File: src/rtl/keypad_lock_ctrl_if.sv
// ---------------------------------------------------------------------------
// keypad_lock_ctrl_if
//
// Bundles the key-strobe input and the status outputs of the keypad lock
// session sequencer.
//
//   key_valid  one-cycle strobe, one per keypress (driven by master)
//   key_code   4-bit key code: 0..9 digit, 'hA CLEAR, 'hB PROG (master)
//   unlock     high while the lock is open (slave)
//   fail_led   high while a failed attempt is indicated (slave)
//   locked     high during lockout (slave)
//   prog_mode  high while a new password is being entered (slave)
//   digit_cnt  digits accepted in the current entry/programming session
//   fail_cnt   consecutive failed attempts
//
// master: the keyboard front end / test driver.
// slave : keypad_lock_ctrl.
// ---------------------------------------------------------------------------
interface keypad_lock_ctrl_if;
    logic       key_valid;
    logic [3:0] key_code;
    logic       unlock;
    logic       fail_led;
    logic       locked;
    logic       prog_mode;
    logic [2:0] digit_cnt;
    logic [2:0] fail_cnt;

    modport master (
        output key_valid,
        output key_code,
        input  unlock,
        input  fail_led,
        input  locked,
        input  prog_mode,
        input  digit_cnt,
        input  fail_cnt
    );

    modport slave (
        input  key_valid,
        input  key_code,
        output unlock,
        output fail_led,
        output locked,
        output prog_mode,
        output digit_cnt,
        output fail_cnt
    );
endinterface

File: src/rtl/keypad_lock_ctrl.sv
// ---------------------------------------------------------------------------
// keypad_lock_ctrl
//
// Session sequencer for the keypad lock. Collects digit keys, compares them
// against a programmable password, counts consecutive failures, enforces a
// lockout after too many failures and lets the password be reprogrammed
// while the lock is open.
//
// Ports:
//   clk    rising-edge clock
//   rst_n  asynchronous active-low reset (also restores DEFAULT_PW)
//   bus    keypad_lock_ctrl_if.slave: key strobe/code in, status out
//
// Parameters:
//   DIGITS          password length in digits (2..8)
//   DEFAULT_PW      reset password, first digit in the MS nibble
//   MAX_FAIL        consecutive failures that trigger lockout (1..7)
//   HOLD_CYCLES     length of the OPEN and FAIL indications
//   TIMEOUT_CYCLES  idle-cycle limit between keys in ENTRY/PROG
//   LOCK_CYCLES     lockout length
//
// All outputs are decodes of registered state and counters.
// ---------------------------------------------------------------------------
module keypad_lock_ctrl #(
    parameter int                   DIGITS         = 4,
    parameter logic [DIGITS*4-1:0]  DEFAULT_PW     = 16'h1234,
    parameter int                   MAX_FAIL       = 3,
    parameter int                   HOLD_CYCLES    = 200,
    parameter int                   TIMEOUT_CYCLES = 500,
    parameter int                   LOCK_CYCLES    = 1000
) (
    input  logic               clk,
    input  logic               rst_n,
    keypad_lock_ctrl_if.slave  bus
);

    localparam int PW_W  = DIGITS * 4;

    // One shared timer serves every timed state, so it is sized for the
    // longest of the three limits.
    localparam int T_HT  = (HOLD_CYCLES > TIMEOUT_CYCLES) ? HOLD_CYCLES : TIMEOUT_CYCLES;
    localparam int T_MAX = (T_HT > LOCK_CYCLES) ? T_HT : LOCK_CYCLES;
    localparam int TMR_W = $clog2(T_MAX + 1);

    localparam logic [TMR_W-1:0] HOLD_LAST = TMR_W'(HOLD_CYCLES - 1);
    localparam logic [TMR_W-1:0] TO_LAST   = TMR_W'(TIMEOUT_CYCLES - 1);
    localparam logic [TMR_W-1:0] LOCK_LAST = TMR_W'(LOCK_CYCLES - 1);

    localparam logic [2:0] LAST_DIGIT = 3'(DIGITS - 1);
    localparam logic [2:0] MAX_FAIL_C = 3'(MAX_FAIL);

    localparam logic [2:0] S_IDLE    = 3'd0;
    localparam logic [2:0] S_ENTRY   = 3'd1;
    localparam logic [2:0] S_OPEN    = 3'd2;
    localparam logic [2:0] S_FAIL    = 3'd3;
    localparam logic [2:0] S_LOCKOUT = 3'd4;
    localparam logic [2:0] S_PROG    = 3'd5;

    localparam logic [3:0] K_CLEAR = 4'hA;
    localparam logic [3:0] K_PROG  = 4'hB;

    // Failure counter never wraps; it stops at MAX_FAIL.
    function automatic logic [2:0] sat_inc(input logic [2:0] v);
        return (v >= MAX_FAIL_C) ? v : v + 3'd1;
    endfunction

    logic [2:0]       r_state;
    logic [PW_W-1:0]  r_pw;
    logic [PW_W-1:0]  r_shadow;
    logic [2:0]       r_digit_cnt;
    logic [2:0]       r_fail_cnt;
    logic             r_mismatch;
    logic [TMR_W-1:0] r_timer;

    logic [2:0]       w_state_n;
    logic [PW_W-1:0]  w_pw_n;
    logic [PW_W-1:0]  w_shadow_n;
    logic [2:0]       w_digit_cnt_n;
    logic [2:0]       w_fail_cnt_n;
    logic             w_mismatch_n;
    logic             w_timer_clr;

    logic             w_is_digit;
    logic             w_is_clear;
    logic             w_is_prog;
    logic [PW_W-1:0]  w_pw_aligned;
    logic [3:0]       w_exp_nib;
    logic             w_mis_now;
    logic [PW_W-1:0]  w_shift_in;

    assign w_is_digit = bus.key_valid && (bus.key_code <= 4'd9);
    assign w_is_clear = bus.key_valid && (bus.key_code == K_CLEAR);
    assign w_is_prog  = bus.key_valid && (bus.key_code == K_PROG);

    // The expected digit is nibble digit_cnt counted from the MS end; shifting
    // it to the top avoids a variable-base part-select. digit_cnt is 0 in
    // IDLE, so the same path serves the first digit.
    assign w_pw_aligned = r_pw << {r_digit_cnt, 2'b00};
    assign w_exp_nib    = w_pw_aligned[PW_W-1 -: 4];
    assign w_mis_now    = r_mismatch | (bus.key_code != w_exp_nib);

    // Programming digits enter at the LS end so the first one ends up MS.
    assign w_shift_in   = {r_shadow[PW_W-5:0], bus.key_code};

    always_comb begin
        w_state_n     = r_state;
        w_pw_n        = r_pw;
        w_shadow_n    = r_shadow;
        w_digit_cnt_n = r_digit_cnt;
        w_fail_cnt_n  = r_fail_cnt;
        w_mismatch_n  = r_mismatch;
        w_timer_clr   = 1'b0;

        case (r_state)
            S_IDLE: begin
                if (w_is_digit) begin
                    w_mismatch_n  = w_mis_now;
                    w_digit_cnt_n = 3'd1;
                    w_state_n     = S_ENTRY;
                end
            end

            S_ENTRY: begin
                // A key on the expiry edge is processed, so digits are
                // checked ahead of the timeout.
                if (w_is_digit) begin
                    if (r_digit_cnt == LAST_DIGIT) begin
                        w_digit_cnt_n = 3'd0;
                        w_mismatch_n  = 1'b0;
                        if (w_mis_now) begin
                            w_state_n    = S_FAIL;
                            w_fail_cnt_n = sat_inc(r_fail_cnt);
                        end else begin
                            w_state_n    = S_OPEN;
                            w_fail_cnt_n = 3'd0;
                        end
                    end else begin
                        w_digit_cnt_n = r_digit_cnt + 3'd1;
                        w_mismatch_n  = w_mis_now;
                        w_timer_clr   = 1'b1;
                    end
                end else if (w_is_clear) begin
                    w_state_n = S_IDLE;
                end else if (r_timer == TO_LAST) begin
                    w_state_n = S_IDLE;
                end
            end

            S_OPEN: begin
                if (w_is_clear) begin
                    w_state_n = S_IDLE;
                end else if (w_is_prog) begin
                    w_state_n     = S_PROG;
                    w_digit_cnt_n = 3'd0;
                    w_shadow_n    = '0;
                end else if (r_timer == HOLD_LAST) begin
                    w_state_n = S_IDLE;
                end
            end

            S_FAIL: begin
                if (r_timer == HOLD_LAST) begin
                    w_state_n = (r_fail_cnt == MAX_FAIL_C) ? S_LOCKOUT : S_IDLE;
                end
            end

            S_LOCKOUT: begin
                if (r_timer == LOCK_LAST) begin
                    w_fail_cnt_n = 3'd0;
                    w_state_n    = S_IDLE;
                end
            end

            S_PROG: begin
                if (w_is_digit) begin
                    if (r_digit_cnt == LAST_DIGIT) begin
                        w_pw_n    = w_shift_in;
                        w_state_n = S_IDLE;
                    end else begin
                        w_shadow_n    = w_shift_in;
                        w_digit_cnt_n = r_digit_cnt + 3'd1;
                        w_timer_clr   = 1'b1;
                    end
                end else if (w_is_clear) begin
                    w_state_n = S_IDLE;
                end else if (r_timer == TO_LAST) begin
                    w_state_n = S_IDLE;
                end
            end

            default: begin
                w_state_n = S_IDLE;
            end
        endcase

        // Every session starts from a clean slate.
        if (w_state_n == S_IDLE) begin
            w_digit_cnt_n = 3'd0;
            w_mismatch_n  = 1'b0;
            w_shadow_n    = '0;
        end
    end

    always_ff @(posedge clk or negedge rst_n) begin
        if (!rst_n) begin
            r_state     <= S_IDLE;
            r_pw        <= DEFAULT_PW;
            r_shadow    <= '0;
            r_digit_cnt <= 3'd0;
            r_fail_cnt  <= 3'd0;
            r_mismatch  <= 1'b0;
            r_timer     <= '0;
        end else begin
            r_state     <= w_state_n;
            r_pw        <= w_pw_n;
            r_shadow    <= w_shadow_n;
            r_digit_cnt <= w_digit_cnt_n;
            r_fail_cnt  <= w_fail_cnt_n;
            r_mismatch  <= w_mismatch_n;
            // Timer restarts on any state change or accepted key; it idles
            // at zero in IDLE since nothing there is timed.
            if ((w_state_n != r_state) || w_timer_clr) begin
                r_timer <= '0;
            end else if (r_state != S_IDLE) begin
                r_timer <= r_timer + TMR_W'(1);
            end
        end
    end

    assign bus.unlock    = (r_state == S_OPEN);
    assign bus.fail_led  = (r_state == S_FAIL);
    assign bus.locked    = (r_state == S_LOCKOUT);
    assign bus.prog_mode = (r_state == S_PROG);
    assign bus.digit_cnt = ((r_state == S_ENTRY) || (r_state == S_PROG)) ? r_digit_cnt : 3'd0;
    assign bus.fail_cnt  = r_fail_cnt;

endmodule

File: src/flat_wrapper.sv
// flat-port wrapper written by rule: the top's interface ports become plain ports
module keypad_lock_ctrl_flat 
#(
    parameter int                   DIGITS         = 4,
    parameter logic [DIGITS*4-1:0]  DEFAULT_PW     = 16'h1234,
    parameter int                   MAX_FAIL       = 3,
    parameter int                   HOLD_CYCLES    = 200,
    parameter int                   TIMEOUT_CYCLES = 500,
    parameter int                   LOCK_CYCLES    = 1000
)
  (clk, rst_n, bus_key_valid, bus_key_code, bus_unlock, bus_fail_led, bus_locked, bus_prog_mode, bus_digit_cnt, bus_fail_cnt);
  keypad_lock_ctrl_if bus_i ();
  input  logic clk;
  input  logic rst_n;
  input wire logic [$bits(bus_i.key_valid)-1:0] bus_key_valid;
  input wire logic [$bits(bus_i.key_code)-1:0] bus_key_code;
  output wire logic [$bits(bus_i.unlock)-1:0] bus_unlock;
  output wire logic [$bits(bus_i.fail_led)-1:0] bus_fail_led;
  output wire logic [$bits(bus_i.locked)-1:0] bus_locked;
  output wire logic [$bits(bus_i.prog_mode)-1:0] bus_prog_mode;
  output wire logic [$bits(bus_i.digit_cnt)-1:0] bus_digit_cnt;
  output wire logic [$bits(bus_i.fail_cnt)-1:0] bus_fail_cnt;
  assign bus_i.key_valid = bus_key_valid;
  assign bus_i.key_code = bus_key_code;
  assign bus_unlock = bus_i.unlock;
  assign bus_fail_led = bus_i.fail_led;
  assign bus_locked = bus_i.locked;
  assign bus_prog_mode = bus_i.prog_mode;
  assign bus_digit_cnt = bus_i.digit_cnt;
  assign bus_fail_cnt = bus_i.fail_cnt;
  keypad_lock_ctrl #(.DIGITS(DIGITS), .DEFAULT_PW(DEFAULT_PW), .MAX_FAIL(MAX_FAIL), .HOLD_CYCLES(HOLD_CYCLES), .TIMEOUT_CYCLES(TIMEOUT_CYCLES), .LOCK_CYCLES(LOCK_CYCLES)) u_core (.clk(clk), .rst_n(rst_n), .bus(bus_i));
endmodule
File: config.mk
export PLATFORM = sky130hd
export DESIGN_NAME = keypad_lock_ctrl_flat
export DESIGN_NICKNAME = d
export VERILOG_FILES = /design/src/rtl/keypad_lock_ctrl_if.sv /design/src/rtl/keypad_lock_ctrl.sv /design/src/flat_wrapper.sv
export SDC_FILE = /design/constraint.sdc
export NUM_CORES = 1
export LEC_CHECK = 0
export ABC_AREA = 1
export BUFFER_PORTS_ARGS = -buffer_cell sky130_fd_sc_hd__buf_2
export CAP_MARGIN = 10
export CELL_PAD_IN_SITES_DETAIL_PLACEMENT = 0
export CELL_PAD_IN_SITES_GLOBAL_PLACEMENT = 1
export CORE_UTILIZATION = 48
export CTS_CLUSTER_SIZE = 28
export DETAILED_ROUTE_END_ITERATION = 8
export GPL_ROUTABILITY_DRIVEN = 0
export PLACE_DENSITY = 0.84
export RECOVER_POWER = 100
export SLEW_MARGIN = 20
export SYNTH_ARGS = -nofsm -noshare
export SYNTH_HDL_FRONTEND = slang
export SYNTH_SLANG_ARGS = --single-unit
export TNS_END_PERCENT = 20
File: constraint.sdc
create_clock -name clk -period 6.35 [get_ports clk]
set_clock_uncertainty 0.2 [all_clocks]
set_input_delay 0.635 -clock clk [delete_from_list [all_inputs] [get_ports clk]]
set_output_delay 0.635 -clock clk [all_outputs]
set_load 0.03 [all_outputs]
==> run_results.csv <==
group,metric,value,unit
clock_tree,clock-sinks,48,
final_layout,final_nets,402,
final_layout,antenna_cells,0,
die,die_w,78.8,um
logic_synthesis,synth_cell_types,35,
global_routing,grt_max_degree,49,
sta,holdWs,0.292,ns
sta,rsz0062_at_grt,"no",
logic_synthesis,synth_edf_count,0,
placement,io_buffers,16,
logic_synthesis,synthTopCellsByArea,"dfrtp_1 38%, nand2_1 13%, inv_1 6.9%",
die,die-area,6200,sq um
outcome,status,"complete, but fails checks",
power,power_frac_comb,25.5,%
clock_tree,clk_path_buf_depth,2,
global_routing,antenna_found_initial,0,
die,fp.coreArea,5610,sq um
power,p_leak,1.38,nW
power,power_switching,254,uW
worst_setup_path,rrSetupSlack,2.52,ns
worst_setup_path,worst_setup_path_start_kind,"flip-flop",
global_routing,grt_pass1_wl,10600,um
worst_hold_path,hold_path.class,"reg2reg",
logic_synthesis,synth.net_count,387,
clock_tree,cts_buffers,5,
die,ios,17,
sta,setup_tns,0,ns
logic_synthesis,synth_commonest_cells,"97 x nand2_1, 52 x inv_1, 47 x nor2_1",
sta,period_share,60.3,%
global_routing,grt_pass1_vias,2194,
power,seqPwrFrac,45.2,%
global_routing,grtUsageMet1,32.6,%
logic_synthesis,synthArstFlopShare,100,%
worst_setup_path,crit_type,"reg2reg",
clock_tree,clk_pin_slew,0.09,ns
global_routing,grtUsageMet2,33.0,%
logic_synthesis,ys_seq_area_share,42.7,%
drt,wl,6010,um
clock_tree,h-tree-depth,2,
worst_setup_path,r2r_end,"u_core.r_shadow[4]$_DFFE_PN0P_",
logic_synthesis,synth.avg_cell_area,7.56,sq um
sta,fin_crit,3.83,ns
global_routing,top_usage_layer,"met2",
logic_synthesis,synth_flop_cell,"dfrtp_1",
worst_setup_path,cp.arrival,3.78,ns
worst_hold_path,worstHoldPathCells,2,
logic_synthesis,synthCells,374,
clock_tree,ctsRootBufferMaster,"clkbuf_8",
global_routing,grt_use_total,22.1,%
sta,fmax,0.261,GHz
final_layout,areaGrowthSynthToFinish,3.58,%
die,die_y,78.8,um
clock_tree,cts_tree,"yes",
clock_tree,ctsResizeCount,0,
worst_setup_path,rr_worst_depth,13,
power,peakVddDrop,0.000131,V
global_routing,grtUsageMet3,3.45,%
outcome,violations,"capacitance limit, slew limit",
logic_synthesis,yosys.cell_count.top_type,"nand2_1",
run,drv_cap,1,
logic_synthesis,netlist.top_cell.by_area,"dfrtp_1",
drt,drc,0,
worst_setup_path,critPathCaptureType,"flip-flop",
drt,vias_per_cell,5.08,
drt,vias,2344,
drt,drt_iter0_markers,203,
global_routing,overflow,0,
worst_hold_path,hold_start,"u_core.r_pw[1]$_DFFE_PN0P_",
worst_hold_path,hold-path-endpoint,"u_core.r_pw[1]$_DFFE_PN0P_",
clock_tree,post-cts-setup-buffer-count,0,
logic_synthesis,synth-seq-cells,48,
sta,drv_slew,49,
logic_synthesis,synth.top_cell.area_share,38.1,%
worst_setup_path,path_max_fanout,24,
power,powerDensity,251,nW/um^2
sta,setup-violations-final,0,
sta,maxSlewHeadroom,-70.5,%
sta,worst_pin_slew,2.56,ns
logic_synthesis,syn-cell-area,2830,sq um
worst_setup_path,reg2reg_from,"u_core.r_state[0]$_DFF_PN0_",
power,p_total,736,uW
power,switching_share,34.6,%
die,initial_core_util,50.4,%
drt,post_drt_wl_per_cell,13.0,um
drt,firstDrtPassIters,4,
drt,drtAntennaViolNets,0,
die,rows,27,
power,clockPowerShare,29.3,%
logic_synthesis,yosysWarnings,0,
worst_setup_path,crit_required,6.30,ns
sta,hold_viol_final,0,
clock_tree,cts_hold_buf,0,
final_layout,drive_gt1_share,7.20,%
power,intPower,481,uW
placement,dp_hpwl,4370,um
clock_tree,clkLatencyLatePin,0.30,ns
stage by stage:
stage               util (%)  setup slack (ns)  area (sq um)  cells
floorplan                  -              3.85          2830    374
global placement        52.4              3.68          2940    454
detailed placement      52.4              3.66          2940    454
CTS                     54.2              3.73          3040    461
global route            52.2              2.01          2930    461
finish                  52.2              2.52          2930    461
state kept, by name, indices dropped and copies added, names as in the netlist:
name                 flops
u_core.r_pw             16
u_core.r_timer          10
u_core.r_shadow         12
u_core.r_mismatch        1
u_core.bus.fail_cnt      3
u_core.r_state           3
u_core.r_digit_cnt       3
cell type report:
type	instances	area (sq um)
Clock buffer	6	72.6
Sequential cell	48	1210
Fill cell	583	2680
Multi-Input combinational cell	257	1230
Inverter	61	230
Clock inverter	1	30.0
Timing Repair Buffer	16	67.6
Tap cell	72	90.1
cell usage in the layout, fill, tap and decap left out, types with 2 or more instances in the layout:
cell type / n
a21oi_1: 7
buf_2: 6
clkbuf_1: 11
clkbuf_8: 5
clkinv_1: 3
dfrtp_1: 43
dfstp_2: 5
ha_1: 6
inv_1: 54
inv_2: 3
nand2_1: 101
nand3_1: 20
nand4_1: 8
nor2_1: 49
nor2_2: 3
nor3_1: 5
o21ai_0: 38
o22ai_1: 2
xnor2_1: 3
xor2_1: 5
worst max-delay path by stage:
| stage | start | end | slack [ns] |
|---|---|---|---|
| detailed placement | bus_key_code[2] | u_core.r_pw[14]$_DFFE_PN0P_ | 3.66 |
| CTS | u_core.r_digit_cnt[0]$_DFFE_PN0P_ | u_core.r_shadow[4]$_DFFE_PN0P_ | 3.73 |
| finish | u_core.r_state[0]$_DFF_PN0_ | u_core.r_shadow[4]$_DFFE_PN0P_ | 2.52 |
| global placement | bus_key_code[2] | u_core.r_shadow[4]$_DFFE_PN0P_ | 3.68 |
| floorplan | u_core.r_state[0]$_DFF_PN0_ | u_core.r_shadow[3]$_DFFE_PN0P_ | 3.85 |
| global route | u_core.r_state[0]$_DFF_PN0_ | u_core.r_shadow[5]$_DFFE_PN0P_ | 2.01 |
cells by family (layout without fill, tap and decap cells):
group | Yosys count | in the layout | share of synthesized area, %
buffers and inverters | 69 | 84 | 10.3
xor gates and xnor gates | 8 | 8 | 2.48
muxes | 1 | 1 | 0.354
DFF | 48 | 48 | 42.7
AOI/OAI and AO/OA | 51 | 51 | 10.9
and+or+nand+nor | 191 | 191 | 30.6
adders and majority gates | 6 | 6 | 2.65
power by group through the flow:
stage / Combinational, mW / Clock [mW] / Sequential, mW
floorplan: 0.179 / 0 / 0.334
global placement: 0.212 / 0 / 0.339
detailed placement: 0.212 / 0 / 0.340
CTS: 0.213 / 0.223 / 0.334
global route: 0.219 / 0.231 / 0.336
finish: 0.187 / 0.215 / 0.333
worst max-delay path: stages (launching register included):
cell and delay, ns:
dfrtp_1 0.43, inv_1 0.13, nor2_1 0.39, clkinvlp_2 0.42, nor2_1 0.44, inv_1 0.15, nor3_1 0.30, nor2_1 0.07
nand2_1 0.10, nor2_1 0.05, nand3_1 0.22, nand2_1 0.47, nand2_1 0.19, o21ai_0 0.10
layer usage:
metal,routed length [um],share of wire (%)
met1,3090,51
met2,2610,43
met3,211,3.5
met4,95,1.6
met5,0,0
(Power assumes the default switching activity.)
